==> config.mk <==
export PLATFORM = sky130hd
export DESIGN_NAME = proc_hier_stats_flat
export DESIGN_NICKNAME = d
export VERILOG_FILES = /design/src/rtl/proc_hier_pkg.sv /design/src/rtl/proc_hier_stats_if.sv /design/src/rtl/proc_hier_stats_sat_counter.sv /design/src/rtl/proc_hier_stats.sv /design/src/flat_wrapper.sv
export SDC_FILE = /design/constraint.sdc
export NUM_CORES = 1
export LEC_CHECK = 0
export ABC_AREA = 0
export BUFFER_PORTS_ARGS = -buffer_cell sky130_fd_sc_hd__buf_2
export CORE_MARGIN = 10
export CORE_UTILIZATION = 48
export CTS_CLUSTER_DIAMETER = 40
export CTS_CLUSTER_SIZE = 28
export DETAILED_ROUTE_END_ITERATION = 16
export HOLD_SLACK_MARGIN = 0.05
export PLACE_DENSITY = 0.7
export SYNTH_ARGS = -nofsm -noshare
export SYNTH_HDL_FRONTEND = slang
export SYNTH_SLANG_ARGS = --single-unit
==> constraint.sdc <==
create_clock -name clk -period 4.1 [get_ports clk]
set_input_delay 0.615 -clock clk [delete_from_list [all_inputs] [get_ports clk]]
set_output_delay 0.615 -clock clk [all_outputs]
set_load 0.005 [all_outputs]
==> src/rtl/proc_hier_pkg.sv <==
// Shared definitions for the processor-hierarchy statistics shell: default widths,
// the counter ceiling and the trace record layout also used by core-side tooling.
package proc_hier_pkg;

  localparam int DEF_CNT_W  = 32;
  localparam int DEF_DATA_W = 16;

  localparam logic [DEF_CNT_W-1:0] CNT_MAX = '1;

  // Field order is shared with offline trace decoders; append, never reorder.
  typedef struct packed {
    logic                  valid;
    logic                  regValid;
    logic                  loadValid;
    logic                  storeValid;
    logic [2:0]            regNum;
    logic [DEF_DATA_W-1:0] regData;
    logic [DEF_DATA_W-1:0] addr;
    logic [DEF_DATA_W-1:0] memData;
  } trace_t;

endpackage

==> src/rtl/proc_hier_stats_if.sv <==
// Core-to-statistics event bundle: commit, memory and cache strobes from the pipelined core.
interface proc_hier_stats_if
  import proc_hier_pkg::*;
#(
    parameter int DATA_W = DEF_DATA_W
);

    // Strobe semantics: no valid/ready pair and no backpressure. Every signal is
    // sampled on each rising clock edge; a strobe high at an edge is exactly one
    // event, and the observer can never stall the core.
    logic              halt;
    logic              reg_write;
    logic [2:0]        write_register;
    logic [DATA_W-1:0] write_data;
    logic              mem_read;
    logic              mem_write;
    logic [DATA_W-1:0] mem_address;
    logic [DATA_W-1:0] mem_data_in;
    logic [DATA_W-1:0] mem_data_out;
    logic              icache_req;
    logic              icache_hit;
    logic              dcache_req;
    logic              dcache_hit;

    modport master (
        output halt, reg_write, write_register, write_data,
        output mem_read, mem_write, mem_address, mem_data_in, mem_data_out,
        output icache_req, icache_hit, dcache_req, dcache_hit
    );

    modport slave (
        input halt, reg_write, write_register, write_data,
        input mem_read, mem_write, mem_address, mem_data_in, mem_data_out,
        input icache_req, icache_hit, dcache_req, dcache_hit
    );

endinterface

==> src/rtl/proc_hier_stats_sat_counter.sv <==
// Saturating event counter with synchronous clear and a freeze input that holds the value.
module sat_counter #(
    parameter int W = 32
) (
    input  logic         clk,
    input  logic         clear,
    input  logic         en,
    input  logic         freeze,
    output logic [W-1:0] count
);

    localparam logic [W-1:0] MAX = '1;

    always_ff @(posedge clk) begin
        if (clear) begin
            count <= '0;
        end else if (en && !freeze && (count != MAX)) begin
            count <= count + W'(1);
        end
    end

endmodule

==> src/rtl/proc_hier_stats.sv <==
// Processor-hierarchy statistics and halt shell: cycle/instruction/cache counters,
// sticky halt and protocol-error flags. Optional trace port under PROC_HIER_TRACE_EN.
module proc_hier_stats
  import proc_hier_pkg::*;
#(
    parameter int CNT_W  = DEF_CNT_W,
    parameter int DATA_W = DEF_DATA_W
) (
    input  logic                clk,
    input  logic                rst,
    proc_hier_stats_if.slave    core,
    output logic [CNT_W-1:0]    cycle_count,
    output logic [CNT_W-1:0]    inst_count,
    output logic [CNT_W-1:0]    icache_req_count,
    output logic [CNT_W-1:0]    icache_hit_count,
    output logic [CNT_W-1:0]    dcache_req_count,
    output logic [CNT_W-1:0]    dcache_hit_count,
    output logic                halted,
    output logic                err
`ifdef PROC_HIER_TRACE_EN
    ,
    output logic                trace_valid,
    output logic                trace_reg_valid,
    output logic                trace_load_valid,
    output logic                trace_store_valid,
    output logic [2:0]          trace_reg,
    output logic [DATA_W-1:0]   trace_reg_data,
    output logic [DATA_W-1:0]   trace_addr,
    output logic [DATA_W-1:0]   trace_mem_data
`endif
);

    logic instEvent;
    logic protoErr;

    // Halt, a register write and a store each retire one instruction; OR keeps it single.
    assign instEvent = core.halt | core.reg_write | core.mem_write;
    assign protoErr  = (core.mem_read & core.mem_write)
                     | (core.icache_hit & ~core.icache_req)
                     | (core.dcache_hit & ~core.dcache_req);

    always_ff @(posedge clk) begin
        if (rst) begin
            halted <= 1'b0;
            err    <= 1'b0;
        end else if (!halted) begin
            if (core.halt) halted <= 1'b1;
            if (protoErr)  err    <= 1'b1;
        end
    end

    sat_counter #(.W(CNT_W)) uCycleCnt (
        .clk(clk), .clear(rst), .en(1'b1), .freeze(halted), .count(cycle_count)
    );

    sat_counter #(.W(CNT_W)) uInstCnt (
        .clk(clk), .clear(rst), .en(instEvent), .freeze(halted), .count(inst_count)
    );

    sat_counter #(.W(CNT_W)) uIcacheReqCnt (
        .clk(clk), .clear(rst), .en(core.icache_req), .freeze(halted), .count(icache_req_count)
    );

    sat_counter #(.W(CNT_W)) uIcacheHitCnt (
        .clk(clk), .clear(rst), .en(core.icache_hit), .freeze(halted), .count(icache_hit_count)
    );

    sat_counter #(.W(CNT_W)) uDcacheReqCnt (
        .clk(clk), .clear(rst), .en(core.dcache_req), .freeze(halted), .count(dcache_req_count)
    );

    sat_counter #(.W(CNT_W)) uDcacheHitCnt (
        .clk(clk), .clear(rst), .en(core.dcache_hit), .freeze(halted), .count(dcache_hit_count)
    );

`ifdef PROC_HIER_TRACE_EN
    trace_t traceNext;
    trace_t traceQ;

    // A store wins over a simultaneous load; that collision also raises err above.
    always_comb begin
        traceNext            = '0;
        traceNext.valid      = core.reg_write | core.mem_read | core.mem_write;
        traceNext.regValid   = core.reg_write;
        traceNext.loadValid  = core.mem_read & ~core.mem_write;
        traceNext.storeValid = core.mem_write;
        if (core.reg_write) begin
            traceNext.regNum  = core.write_register;
            traceNext.regData = core.write_data;
        end
        if (core.mem_write) begin
            traceNext.addr    = core.mem_address;
            traceNext.memData = core.mem_data_in;
        end else if (core.mem_read) begin
            traceNext.addr    = core.mem_address;
            traceNext.memData = core.mem_data_out;
        end
    end

    always_ff @(posedge clk) begin
        if (rst || halted) begin
            traceQ <= '0;
        end else begin
            traceQ <= traceNext;
        end
    end

    assign trace_valid       = traceQ.valid;
    assign trace_reg_valid   = traceQ.regValid;
    assign trace_load_valid  = traceQ.loadValid;
    assign trace_store_valid = traceQ.storeValid;
    assign trace_reg         = traceQ.regNum;
    assign trace_reg_data    = traceQ.regData;
    assign trace_addr        = traceQ.addr;
    assign trace_mem_data    = traceQ.memData;
`else
    logic unusedTraceBits;
    assign unusedTraceBits = ^{core.write_register, core.write_data, core.mem_address,
                               core.mem_data_in, core.mem_data_out};
`endif

endmodule

==> src/flat_wrapper.sv <==
// flat-port wrapper written by rule: the top's interface ports become plain ports
module proc_hier_stats_flat import proc_hier_pkg::*;
#(
    parameter int CNT_W  = DEF_CNT_W,
    parameter int DATA_W = DEF_DATA_W
)
  (clk, rst, cycle_count, inst_count, icache_req_count, icache_hit_count, dcache_req_count, dcache_hit_count, halted, err, core_halt, core_reg_write, core_write_register, core_write_data, core_mem_read, core_mem_write, core_mem_address, core_mem_data_in, core_mem_data_out, core_icache_req, core_icache_hit, core_dcache_req, core_dcache_hit);
  proc_hier_stats_if #(.DATA_W(DATA_W)) core_i ();
  input  logic clk;
  input  logic rst;
  output logic [CNT_W-1:0] cycle_count;
  output logic [CNT_W-1:0] inst_count;
  output logic [CNT_W-1:0] icache_req_count;
  output logic [CNT_W-1:0] icache_hit_count;
  output logic [CNT_W-1:0] dcache_req_count;
  output logic [CNT_W-1:0] dcache_hit_count;
  output logic halted;
  output logic err;
  input wire logic [$bits(core_i.halt)-1:0] core_halt;
  input wire logic [$bits(core_i.reg_write)-1:0] core_reg_write;
  input wire logic [$bits(core_i.write_register)-1:0] core_write_register;
  input wire logic [$bits(core_i.write_data)-1:0] core_write_data;
  input wire logic [$bits(core_i.mem_read)-1:0] core_mem_read;
  input wire logic [$bits(core_i.mem_write)-1:0] core_mem_write;
  input wire logic [$bits(core_i.mem_address)-1:0] core_mem_address;
  input wire logic [$bits(core_i.mem_data_in)-1:0] core_mem_data_in;
  input wire logic [$bits(core_i.mem_data_out)-1:0] core_mem_data_out;
  input wire logic [$bits(core_i.icache_req)-1:0] core_icache_req;
  input wire logic [$bits(core_i.icache_hit)-1:0] core_icache_hit;
  input wire logic [$bits(core_i.dcache_req)-1:0] core_dcache_req;
  input wire logic [$bits(core_i.dcache_hit)-1:0] core_dcache_hit;
  assign core_i.halt = core_halt;
  assign core_i.reg_write = core_reg_write;
  assign core_i.write_register = core_write_register;
  assign core_i.write_data = core_write_data;
  assign core_i.mem_read = core_mem_read;
  assign core_i.mem_write = core_mem_write;
  assign core_i.mem_address = core_mem_address;
  assign core_i.mem_data_in = core_mem_data_in;
  assign core_i.mem_data_out = core_mem_data_out;
  assign core_i.icache_req = core_icache_req;
  assign core_i.icache_hit = core_icache_hit;
  assign core_i.dcache_req = core_dcache_req;
  assign core_i.dcache_hit = core_dcache_hit;
  proc_hier_stats #(.CNT_W(CNT_W), .DATA_W(DATA_W)) u_core (.clk(clk), .rst(rst), .core(core_i), .cycle_count(cycle_count), .inst_count(inst_count), .icache_req_count(icache_req_count), .icache_hit_count(icache_hit_count), .dcache_req_count(dcache_req_count), .dcache_hit_count(dcache_hit_count), .halted(halted), .err(err));
endmodule
==> impl_results.md <==
* Pwr Total at 3.66 mW
* Share of the synthesized area in the top cell type at 39.6%
* Clk slew on worst S/H paths at 0.07 ns
* Top cells by count, synth: dfxtp_1, a21oi_1, nor2_1
* Final setup vio count at 0
* FF+latch count, synth at 194
* Area grow syn2layout at 18.6%
* Iteration-0 DRC Markers at 516
* Pwr Density at 314 mW/mm^2
* Distinct cell type count after synthesis at 54
* WL/cell at 16.5 um
* Synth Cell Area at 0.00982 mm^2
* Vias per std cell at 5.90
* Setup Buffers After CTS at 0
* RSZ-0062 raised after global routing: false
* Area leader, netlist: dfxtp_1
* Clk pwr share at 44.1%
* Worst IR Drop VDD at 0.286 mV
* Remaining antenna violation count at 0
* Cts hold-fix bufs at 0
* Slowest cell on the critical path: nor4_2
* Die Wd at 163 um
* Reg power frac at 52.4%
* Most frequent cell after synthesis: dfxtp_1
* Maxcap violations at 0
* Fmax at 0.386 GHz
* Hold Path Class: in2reg
* Synth warn at 0
* Status: completed
* Most used cell, CP: nand4_1
* CTS Sinks at 194
* Synthesized net count at 1285
* Syn avg cell area at 8.17 um^2
* Drt drc at 0
* Setup TNS at 0 ns
* GRT Total Usage at 20.1%
* Die Ht at 163 um
* Sw Share at 24.7%
* Critical path required time at 4.43 ns
* First-pass GRT wire length at 45500 um
* Core Area at 0.0202 mm^2
* Vias at 9809
* Worst EP arrival at 2.91 ns
* Clock Latency Late Sink at 0.44 ns
* Synth Flop Type: dfxtp_1
* H-tree Lvls at 4
* CP endpoint kind: register
* Post-synth EDFFs at 0
* DP HPWL at 19800 um
* CP startpoint kind: register
* Clk buf depth at 2
* Async SR Flop Fraction at 0%
* Sequential-to-total area share from yosys stat at 39.6%
* Resized cells post-CTS at 0
* Largest net degree at the start of global routing at 96
* Buffers on Ports at 203
* CP cell instances: nand4_1 -> nor4_2 -> a31oi_1 -> nand4_1 -> mux2_2
* Ports at 271
* Final net count at 1462
* Cells taking the most area after synthesis: dfxtp_1, a21oi_1, or3_1
* Max stage delay on crit path at 0.71 ns
* Final Critical Period at 2.59 ns
* FP Rows at 52
* Relative slew slack at 28.6%
* Routed wire length at 27400 um
* Total grt overflow at 0
* Crit path kind: reg2reg
* Final Max Slew Viols at 0
* GP Congestion at 0.847
* Die area at 0.0266 mm^2
* Vias in the first global route at 9187
* Proportion of layout cells with a drive suffix above 1 at 21.1%
* Initial Utilization at 48.7%
* Crit share post-route at 63.1%
* Leakage at 4.20 nW
* Initial antenna violation count at 0
* Comb pwr share at 3.5%
* Root buf cell: clkbuf_16
* Fillers at 1951
* Psw at 0.903 mW
* Worst-Margin Slew at 1.06 ns
* Worst Path Max Fanout at 12
* Int Pwr at 2.76 mW
* Initial DRT Pass Iterations at 5
* Num CTS Buffers at 17
* Cells after synthesis at 1202
* Final Hold Viols at 0
* CTS tree: yes
* Worst Skew at 0.0148 ns
## placed cells by master (no fill, tap or decap), types with 6 or more instances in the layout
cell,Yosys,final
a21oi_1,111,111
nor2_1,104,104
o31ai_1,47,45
or2_2,8,8
or3_1,64,64
xor2_1,15,15
mux2_2,17,17
clkbuf_16,0,17
o211ai_1,7,7
a2111oi_0,9,9
a211oi_1,11,11
ha_1,6,6
a31o_2,6,6
nand4_1,55,55
inv_1,23,23
nand3_1,61,61
dfxtp_1,194,194
and4_1,13,13
nor2b_1,26,26
xnor2_1,38,38
and2_1,13,13
nand2_1,82,82
and3_1,18,18
buf_2,5,202
nand4b_1,6,6
nor4_1,24,22
or4_1,53,53
o21ai_0,62,62
buf_4,0,12
nor3_1,22,22
## state kept, by name (all words and copies together) (netlist names)
register and flops:
u_core.uInstCnt.count 32, u_core.uDcacheReqCnt.count 32, u_core.err 1, u_core.uCycleCnt.count 32, u_core.uIcacheHitCnt.count 32, u_core.halted 1, u_core.uIcacheReqCnt.count 32, u_core.uDcacheHitCnt.count 32
## final timing paths
check                                  start                        end  slack (ns)  depth (start not counted)
setup / recovery  u_core.uCycleCnt.count[27]  u_core.uCycleCnt.count[4]        1.51                          5
hold / removal                     core_halt              u_core.halted        0.43                          3
setup reg to reg  u_core.uCycleCnt.count[27]  u_core.uCycleCnt.count[4]        1.51                          5
hold reg to reg                   u_core.err                 u_core.err        0.47                          2
## area by class of cell
class / count / area [um^2] / area share [%]
sequential: 194 / 3880 / 33.3
clock inverter: 13 / 116 / 0.999
tap: 270 / 338 / 2.90
antenna: 1 / 2.50 / 0.0215
clock buffer: 19 / 443 / 3.80
multi-input combinational: 927 / 5650 / 48.5
timing repair buffer: 216 / 1130 / 9.72
inverter: 23 / 86.3 / 0.741
## cells by family (layout without fill, tap and decap cells)
logic type	count (synthesis)	count (layout)	share of synthesized area (%)
compound gates	275	275	17.0
mux	21	21	2.36
buf+inv	81	271	3.16
other cells	0	1	0
fa+ha+maj	6	6	0.765
flops	194	194	39.6
xor+xnor	53	53	4.73
simple gates	572	572	32.4
## worst max-delay path: cells and delay by family (launching register included)
family	cells	cell delay, ns
and+or+nand+nor	3	1.19
AOI/OAI and AO/OA	1	0.51
DFF	1	0.45
muxes	1	0.34
## routing by layer
metal / wire length, um / vias to the layer above / track usage, %
met1: 12300 / 4653 / 25.4
met2: 13000 / 247 / 33.3
li1: - / 4889 / -
met3: 1790 / 20 / 5.51
met5: 0 / - / 0
met4: 261 / 0 / 4.67
## power groups by stage
stage / clock [mW] / sequential (mW) / combinational (mW)
after floorplan: 0 / 1.96 / 0.0811
after global placement: 0 / 1.96 / 0.128
after detailed placement: 0 / 1.96 / 0.131
after CTS: 1.65 / 1.92 / 0.132
after global routing: 1.73 / 1.92 / 0.147
final: 1.61 / 1.92 / 0.130
## metrics by stage
step / setup slack [ns] / hold WS (ns) / cells / area, um^2 / utilization (%)
2_1_floorplan: 1.81 / 0.460 / 1202 / 9820 / -
5_1_grt: 1.20 / 0.444 / 1662 / 11600 / 57.7
3_3_place_gp: 1.50 / 0.448 / 1630 / 11100 / 55.0
3_5_place_dp: 1.52 / 0.461 / 1630 / 11100 / 55.0
6_report: 1.51 / 0.428 / 1663 / 11600 / 57.7
4_1_cts: 1.51 / 0.410 / 1662 / 11600 / 57.7
Note: power is estimated with default switching activity, not from simulation.
